===== src/rtl/lpc_frame_sequencer.sv =====
`default_nettype none
// ============================================================================
//  Module      : lpc_frame_sequencer
//  Description : Frame sequencer wrapped around an LPC encoder core. Buffers
//                FRAME_LEN audio samples into the encoder, starts it, waits
//                for its results (bounded by TIMEOUT), then streams ORDER raw
//                coefficients followed by FRAME_LEN sign-extended residues.
//  Ports       : clk/reset         - clock, synchronous active-high reset
//                in_*              - sample input stream (valid/ready)
//                out_*             - word output stream (valid/ready) with
//                                    type (0 coef / 1 residue) and last flag
//                enc_x_*           - encoder sample write port
//                enc_start         - encoder start pulse
//                enc_rready        - encoder results available
//                enc_a_rsel/dout   - one-hot coefficient select / read data
//                enc_residue_*     - residue address / read data
//                err               - one-cycle pulse on encoder timeout
//  Revision    : 1.0 - initial release
// ============================================================================
module lpc_frame_sequencer #(
    parameter int FRAME_LEN = 160,
    parameter int ORDER     = 10,
    parameter int TIMEOUT   = 4096
) (
    input  logic                         clk,
    input  logic                         reset,
    input  logic                         in_valid,
    output logic                         in_ready,
    input  logic [15:0]                  in_data,
    output logic                         out_valid,
    input  logic                         out_ready,
    output logic [31:0]                  out_data,
    output logic                         out_type,
    output logic                         out_last,
    output logic                         enc_x_wen,
    output logic [$clog2(FRAME_LEN)-1:0] enc_x_waddr,
    output logic [15:0]                  enc_x_din,
    output logic                         enc_start,
    input  logic                         enc_rready,
    output logic [ORDER-1:0]             enc_a_rsel,
    input  logic [31:0]                  enc_a_dout,
    output logic [$clog2(FRAME_LEN)-1:0] enc_residue_raddr,
    input  logic [15:0]                  enc_residue_dout,
    output logic                         err
);

    localparam int c_idx_w = $clog2(FRAME_LEN);
    localparam int c_k_w   = $clog2(ORDER);
    localparam int c_to_w  = $clog2(TIMEOUT + 1);

    localparam logic [c_idx_w-1:0] c_idx_last = c_idx_w'(FRAME_LEN - 1);
    localparam logic [c_k_w-1:0]   c_k_last   = c_k_w'(ORDER - 1);
    localparam logic [c_to_w-1:0]  c_to_limit = c_to_w'(TIMEOUT);
    // The encoder needs two cycles after start before enc_rready is meaningful.
    localparam logic [c_to_w-1:0]  c_guard    = c_to_w'(2);
    localparam logic [ORDER-1:0]   c_rsel_one = ORDER'(1);

    typedef enum logic [2:0] {
        ST_LOAD   = 3'd0,
        ST_START  = 3'd1,
        ST_WAIT   = 3'd2,
        ST_EMIT_A = 3'd3,
        ST_EMIT_R = 3'd4
    } state_t;

    state_t               r_state;
    state_t               w_state_nxt;
    logic [c_idx_w-1:0]   r_x_idx;
    logic [c_idx_w-1:0]   r_r_idx;
    logic [c_k_w-1:0]     r_k;
    logic [c_to_w-1:0]    r_wait_cnt;
    logic [c_to_w-1:0]    w_wait_inc;
    logic                 w_in_fire;
    logic                 w_out_fire;
    logic                 w_timeout;

    // ------------------------------------------------------------------
    // State register
    // ------------------------------------------------------------------
    always_ff @(posedge clk) begin
        if (reset) begin
            r_state <= ST_LOAD;
        end else begin
            r_state <= w_state_nxt;
        end
    end

    // ------------------------------------------------------------------
    // Next-state logic and handshake qualifiers
    // ------------------------------------------------------------------
    always_comb begin
        w_state_nxt = r_state;
        w_in_fire   = 1'b0;
        w_out_fire  = 1'b0;
        w_timeout   = 1'b0;
        // r_wait_cnt holds (WAIT cycle number - 1), so the increment is the
        // current WAIT cycle number.
        w_wait_inc  = r_wait_cnt + 1'b1;
        case (r_state)
            ST_LOAD: begin
                w_in_fire = in_valid;
                if (in_valid && (r_x_idx == c_idx_last)) begin
                    w_state_nxt = ST_START;
                end
            end
            ST_START: begin
                w_state_nxt = ST_WAIT;
            end
            ST_WAIT: begin
                if ((r_wait_cnt >= c_guard) && enc_rready) begin
                    w_state_nxt = ST_EMIT_A;
                end else if (w_wait_inc == c_to_limit) begin
                    w_timeout   = 1'b1;
                    w_state_nxt = ST_LOAD;
                end
            end
            ST_EMIT_A: begin
                w_out_fire = out_ready;
                if (out_ready && (r_k == c_k_last)) begin
                    w_state_nxt = ST_EMIT_R;
                end
            end
            ST_EMIT_R: begin
                w_out_fire = out_ready;
                if (out_ready && (r_r_idx == c_idx_last)) begin
                    w_state_nxt = ST_LOAD;
                end
            end
            default: begin
                w_state_nxt = ST_LOAD;
            end
        endcase
    end

    // ------------------------------------------------------------------
    // Index and timeout counters; each stops at its terminal value
    // ------------------------------------------------------------------
    always_ff @(posedge clk) begin
        if (reset) begin
            r_x_idx    <= '0;
            r_r_idx    <= '0;
            r_k        <= '0;
            r_wait_cnt <= '0;
        end else begin
            if (w_in_fire) begin
                r_x_idx <= (r_x_idx == c_idx_last) ? '0 : r_x_idx + 1'b1;
            end
            r_wait_cnt <= ((r_state == ST_WAIT) && (w_state_nxt == ST_WAIT)) ? w_wait_inc : '0;
            if ((r_state == ST_EMIT_A) && w_out_fire) begin
                r_k <= (r_k == c_k_last) ? '0 : r_k + 1'b1;
            end
            if ((r_state == ST_EMIT_R) && w_out_fire) begin
                r_r_idx <= (r_r_idx == c_idx_last) ? '0 : r_r_idx + 1'b1;
            end
        end
    end

    // ------------------------------------------------------------------
    // Outputs. Reset overrides the control outputs in the cycle it is
    // asserted so an aborted frame produces no stray write/start/word.
    // ------------------------------------------------------------------
    always_comb begin
        in_ready          = (r_state == ST_LOAD) || reset;
        enc_x_wen         = w_in_fire && !reset;
        enc_x_waddr       = r_x_idx;
        enc_x_din         = in_data;
        enc_start         = (r_state == ST_START) && !reset;
        err               = w_timeout && !reset;
        out_valid         = ((r_state == ST_EMIT_A) || (r_state == ST_EMIT_R)) && !reset;
        out_type          = (r_state == ST_EMIT_R);
        out_last          = (r_state == ST_EMIT_R) && (r_r_idx == c_idx_last);
        enc_a_rsel        = (r_state == ST_EMIT_A) ? (c_rsel_one << r_k) : '0;
        enc_residue_raddr = (r_state == ST_EMIT_R) ? r_r_idx : '0;
        out_data          = (r_state == ST_EMIT_R)
                          ? {{16{enc_residue_dout[15]}}, enc_residue_dout}
                          : enc_a_dout;
    end

endmodule
`default_nettype wire


===== config.mk =====
export PLATFORM = sky130hd
export DESIGN_NAME = lpc_frame_sequencer
export DESIGN_NICKNAME = d
export VERILOG_FILES = /design/src/rtl/lpc_frame_sequencer.sv
export SDC_FILE = /design/constraint.sdc
export NUM_CORES = 1
export LEC_CHECK = 0
export ABC_CLOCK_PERIOD_IN_PS = 2900
export CORE_ASPECT_RATIO = 0.5
export CORE_MARGIN = 10
export CORE_UTILIZATION = 38
export CTS_CLUSTER_DIAMETER = 80
export DETAILED_ROUTE_END_ITERATION = 12
export PLACE_DENSITY_LB_ADDON = 0.05
export SYNTH_ARGS = -nofsm -noshare
export SYNTH_HDL_FRONTEND = slang
export SYNTH_SLANG_ARGS = --single-unit
export TNS_END_PERCENT = 5

===== constraint.sdc =====
create_clock -name clk -period 2.9 [get_ports clk]
set_clock_uncertainty 0.2 [all_clocks]
set_input_delay 0.435 -clock clk [delete_from_list [all_inputs] [get_ports clk]]
set_output_delay 0.435 -clock clk [all_outputs]
set_load 0.01 [all_outputs]

==> metrics.csv <==
stage;metric;value;unit
die;die_w;135;um
synthesis;ys_seq_area_share;28.5;%
sta;setup_viol;0;
layout;final_cell_area;0.00398;sq mm
sta;worst_slack;0.124;ns
power;power_switching;0.263;mW
critical_path;cp_data_required_time;2.27;ns
layout;nFillCells;559;
power;seqPwrFrac;38.9;%
layout;layout-drive-gt1-share;9.72;%
flow_run;cap_violations;0;
global_routing;grt-ovfl-total;0;
power;p_sw_share;20.4;%
clock_network;numCtsBuffers;5;
clock_network;hold_buffers;0;
placed_design;portBuffers;117;
critical_path;cp-end-kind;output port;
clock_network;cts_sinks;36;
power;internal_power;1.03;mW
power;p_comb_share;14.3;%
critical_path;crit_fanout;2;
synthesis;synth_nets;423;
sta;fin_crit;2.78;ns
route;wirelength;8.52;mm
global_routing;grt.total_usage;15.8;%
synthesis;synth_edf_count;0;
critical_path;cp-start-kind;register;
synthesis;synth-main-ff-cell;dfxtp_1;
power;p_leak;1.63;nW
placed_design;gp_congestion;0.911;
power;cellPowerDensity;324;mW/mm^2
die;rows;20;
clock_network;post_cts_buffers;0;
layout;nNetsFinal;537;
sta;fin_crit_sh;95.7;%
sta;rsz0062_at_grt;false;
clock_network;cts_tree;done;
placed_design;place_ws;-0.192;ns
synthesis;synth_top_area_share;28.5;%
route;wl_per_cell;15.5;um
route;viasPerCell;4.86;
placed_design;placed_area;0.00380;sq mm
sta;relSlewSlack;68.9;%
route;ant_nets;0;
sta;final_max_slew_viol_count;0;
route;vias;2680;
status;status;complete, no violations;
die;ios;150;
sta;hold-worst-slack;0.310;ns
synthesis;avgSynthCellArea;7.26;sq um
clock_network;cts-root-buf;clkbuf_16;
synthesis;yosysTopAreaCell;dfxtp_1;
power;pwr-share-clk;46.8;%
layout;n_antenna_cell;0;
die;die_h;77.7;um
global_routing;grt_pass1_wl;13.8;mm
die;design.core.area;0.00626;sq mm
synthesis;synth-seq-cells;36;
sta;worst_pin_slew;0.464;ns
synthesis;synthArstFlopShare;0;%
route;drtPass1Iterations;4;
critical_path;cp.arrival;2.14;ns
clock_network;path_clk_slew;0.05;ns
die;die-area;0.0105;sq mm
clock_network;clockBufferDepth;2;
sta;hold_viol_final;0;
clock_network;insertion_delay;0.28;ns
synthesis;syn-cell-area;0.00253;sq mm
synthesis;yosysWarningCount;0;
global_routing;grt_pass1_vias;2777;
clock_network;htreeDepth;2;
die;start_util;40.4;%
sta;setup_tns;0;ns
layout;fin_cells;551;
synthesis;synth_cell_type_count;43;
placed_design;post-dp-hpwl;6.79;mm
global_routing;grt_start_max_net_pins;36;
sta;timing.fmax;0.360;GHz
min_path;min_path_type;reg -> reg;
synthesis;syn_inst;348;
global_routing;antenna_found_initial;0;
critical_path;crit_type;reg -> out;
route;drt_iter0_markers;131;
power;ir_worst_vdd;201;uV
layout;synthToLayoutAreaGrowth;57.5;%
route;drc_errors;0;
placed_design;place_inst;543;
synthesis;ys_top_cells_by_area;dfxtp_1, nand2_1, nor2_1;
worst paths after layout:
path / start / endpoint / slack, ns / depth (start not counted)
min reg2reg: r_r_idx[1]$_SDFFE_PP0P_ / r_r_idx[1]$_SDFFE_PP0P_ / 0.31 / 2
max: r_wait_cnt[5]$_SDFF_PP0_ / err / 0.12 / 5
min: r_r_idx[1]$_SDFFE_PP0P_ / r_r_idx[1]$_SDFFE_PP0P_ / 0.31 / 2
max reg2reg: r_wait_cnt[5]$_SDFF_PP0_ / r_wait_cnt[1]$_SDFF_PP0_ / 0.37 / 6
Yosys cell counts, types with 2 or more instances:
cell / count
inv_1: 6
nor2_1: 46
nand2_1: 64
or3_1: 2
dfxtp_1: 36
clkbuf_1: 18
and2_1: 16
a31oi_1: 3
nor4b_1: 3
nor2b_1: 3
nor3_1: 13
a21oi_1: 8
o21ai_0: 5
mux2i_1: 4
and3_1: 4
nand4_1: 6
nand2b_1: 8
nor4_1: 2
xnor2_1: 10
nand3_1: 14
a21o_1: 17
o21bai_1: 2
buf_4: 16
or2_2: 3
ha_1: 6
and4_1: 2
xor2_1: 15
cell families (layout without fill, tap and decap cells):
kind of cell    Yosys count  count (layout)  share of synthesized area, %
xor+xnor                 25              25                          8.67
mux                       4               4                          1.59
flops                    36              36                          28.5
buf+inv                  42             157                          8.92
fa+ha+maj                 6               6                          2.97
simple gates            193             193                          36.9
compound gates           42              42                          12.4
state kept, by name, indices dropped and copies added (netlist names):
signal,flops
r_wait_cnt,13
enc_x_waddr,8
r_k,4
r_state,3
r_r_idx,8
per-layer routing:
metal  part of all wire (%)  GRT usage, %  wire [um]  up-vias
met5                      0             0          0        -
met2                     48          26.9       4060       71
met1                     42          17.4       3560     1212
met3                    8.9          6.94        760       24
met4                    1.6          5.45        139        0
li1                       -             -          -     1373
cells in the final DEF, fill, tap and decap left out, drive strengths merged, types with 3 or more instances in the layout:
cell type / netlist / layout
clkdlybuf4s50: 0 / 116
nand2: 64 / 64
nor2: 46 / 46
dfxtp: 36 / 36
buf: 18 / 27
a21o: 17 / 17
and2: 16 / 16
xor2: 15 / 15
nand3: 14 / 14
nor3: 13 / 13
xnor2: 10 / 10
nand2b: 8 / 8
a21oi: 8 / 8
inv: 6 / 6
nand4: 6 / 6
ha: 6 / 6
clkbuf: 18 / 6
o21ai: 5 / 5
mux2i: 4 / 4
and3: 4 / 4
nor2b: 3 / 3
or2: 3 / 3
a31oi: 3 / 3
nor4b: 3 / 3
per-stage QoR:
step | power, mW | utilization [%]
6_report | 1.29 | 63.6
5_1_grt | 1.34 | 63.6
4_1_cts | 1.30 | 63.5
3_5_place_dp | 0.698 | 60.7
3_3_place_gp | 0.696 | 60.7
2_1_floorplan | 0.584 | -
cell type report:
cell class | instances | area, sq um | share of cell area, %
Clock inverter | 2 | 35.0 | 0.881
Multi-Input combinational cell | 270 | 1600 | 40.2
Timing Repair Buffer | 143 | 1360 | 34.2
Tap cell | 88 | 110 | 2.77
Clock buffer | 6 | 129 | 3.24
Inverter | 6 | 22.5 | 0.566
Sequential cell | 36 | 721 | 18.1
critical path, cell delays in order (launching register included):
cell       delay (ns)
dfxtp_1          0.31
or4_1            0.57
o41ai_4          0.40
o2111ai_2        0.19
nor4b_2          0.23
buf_2            0.17
power by group through the flow:
stage	Clock, mW	Sequential, mW	Combinational, mW
final	0.604	0.501	0.185
after CTS	0.613	0.501	0.187
after detailed placement	0	0.512	0.186
after global placement	0	0.512	0.184
after floorplan	0	0.513	0.0712
after global routing	0.637	0.502	0.197
what timing repair did:
item                       4_1_cts  5_1_grt
setup endpoints to repair        1        1
gates resized for setup          7        1
pin swaps                        1        1
Power figures use the tool's default switching activity.
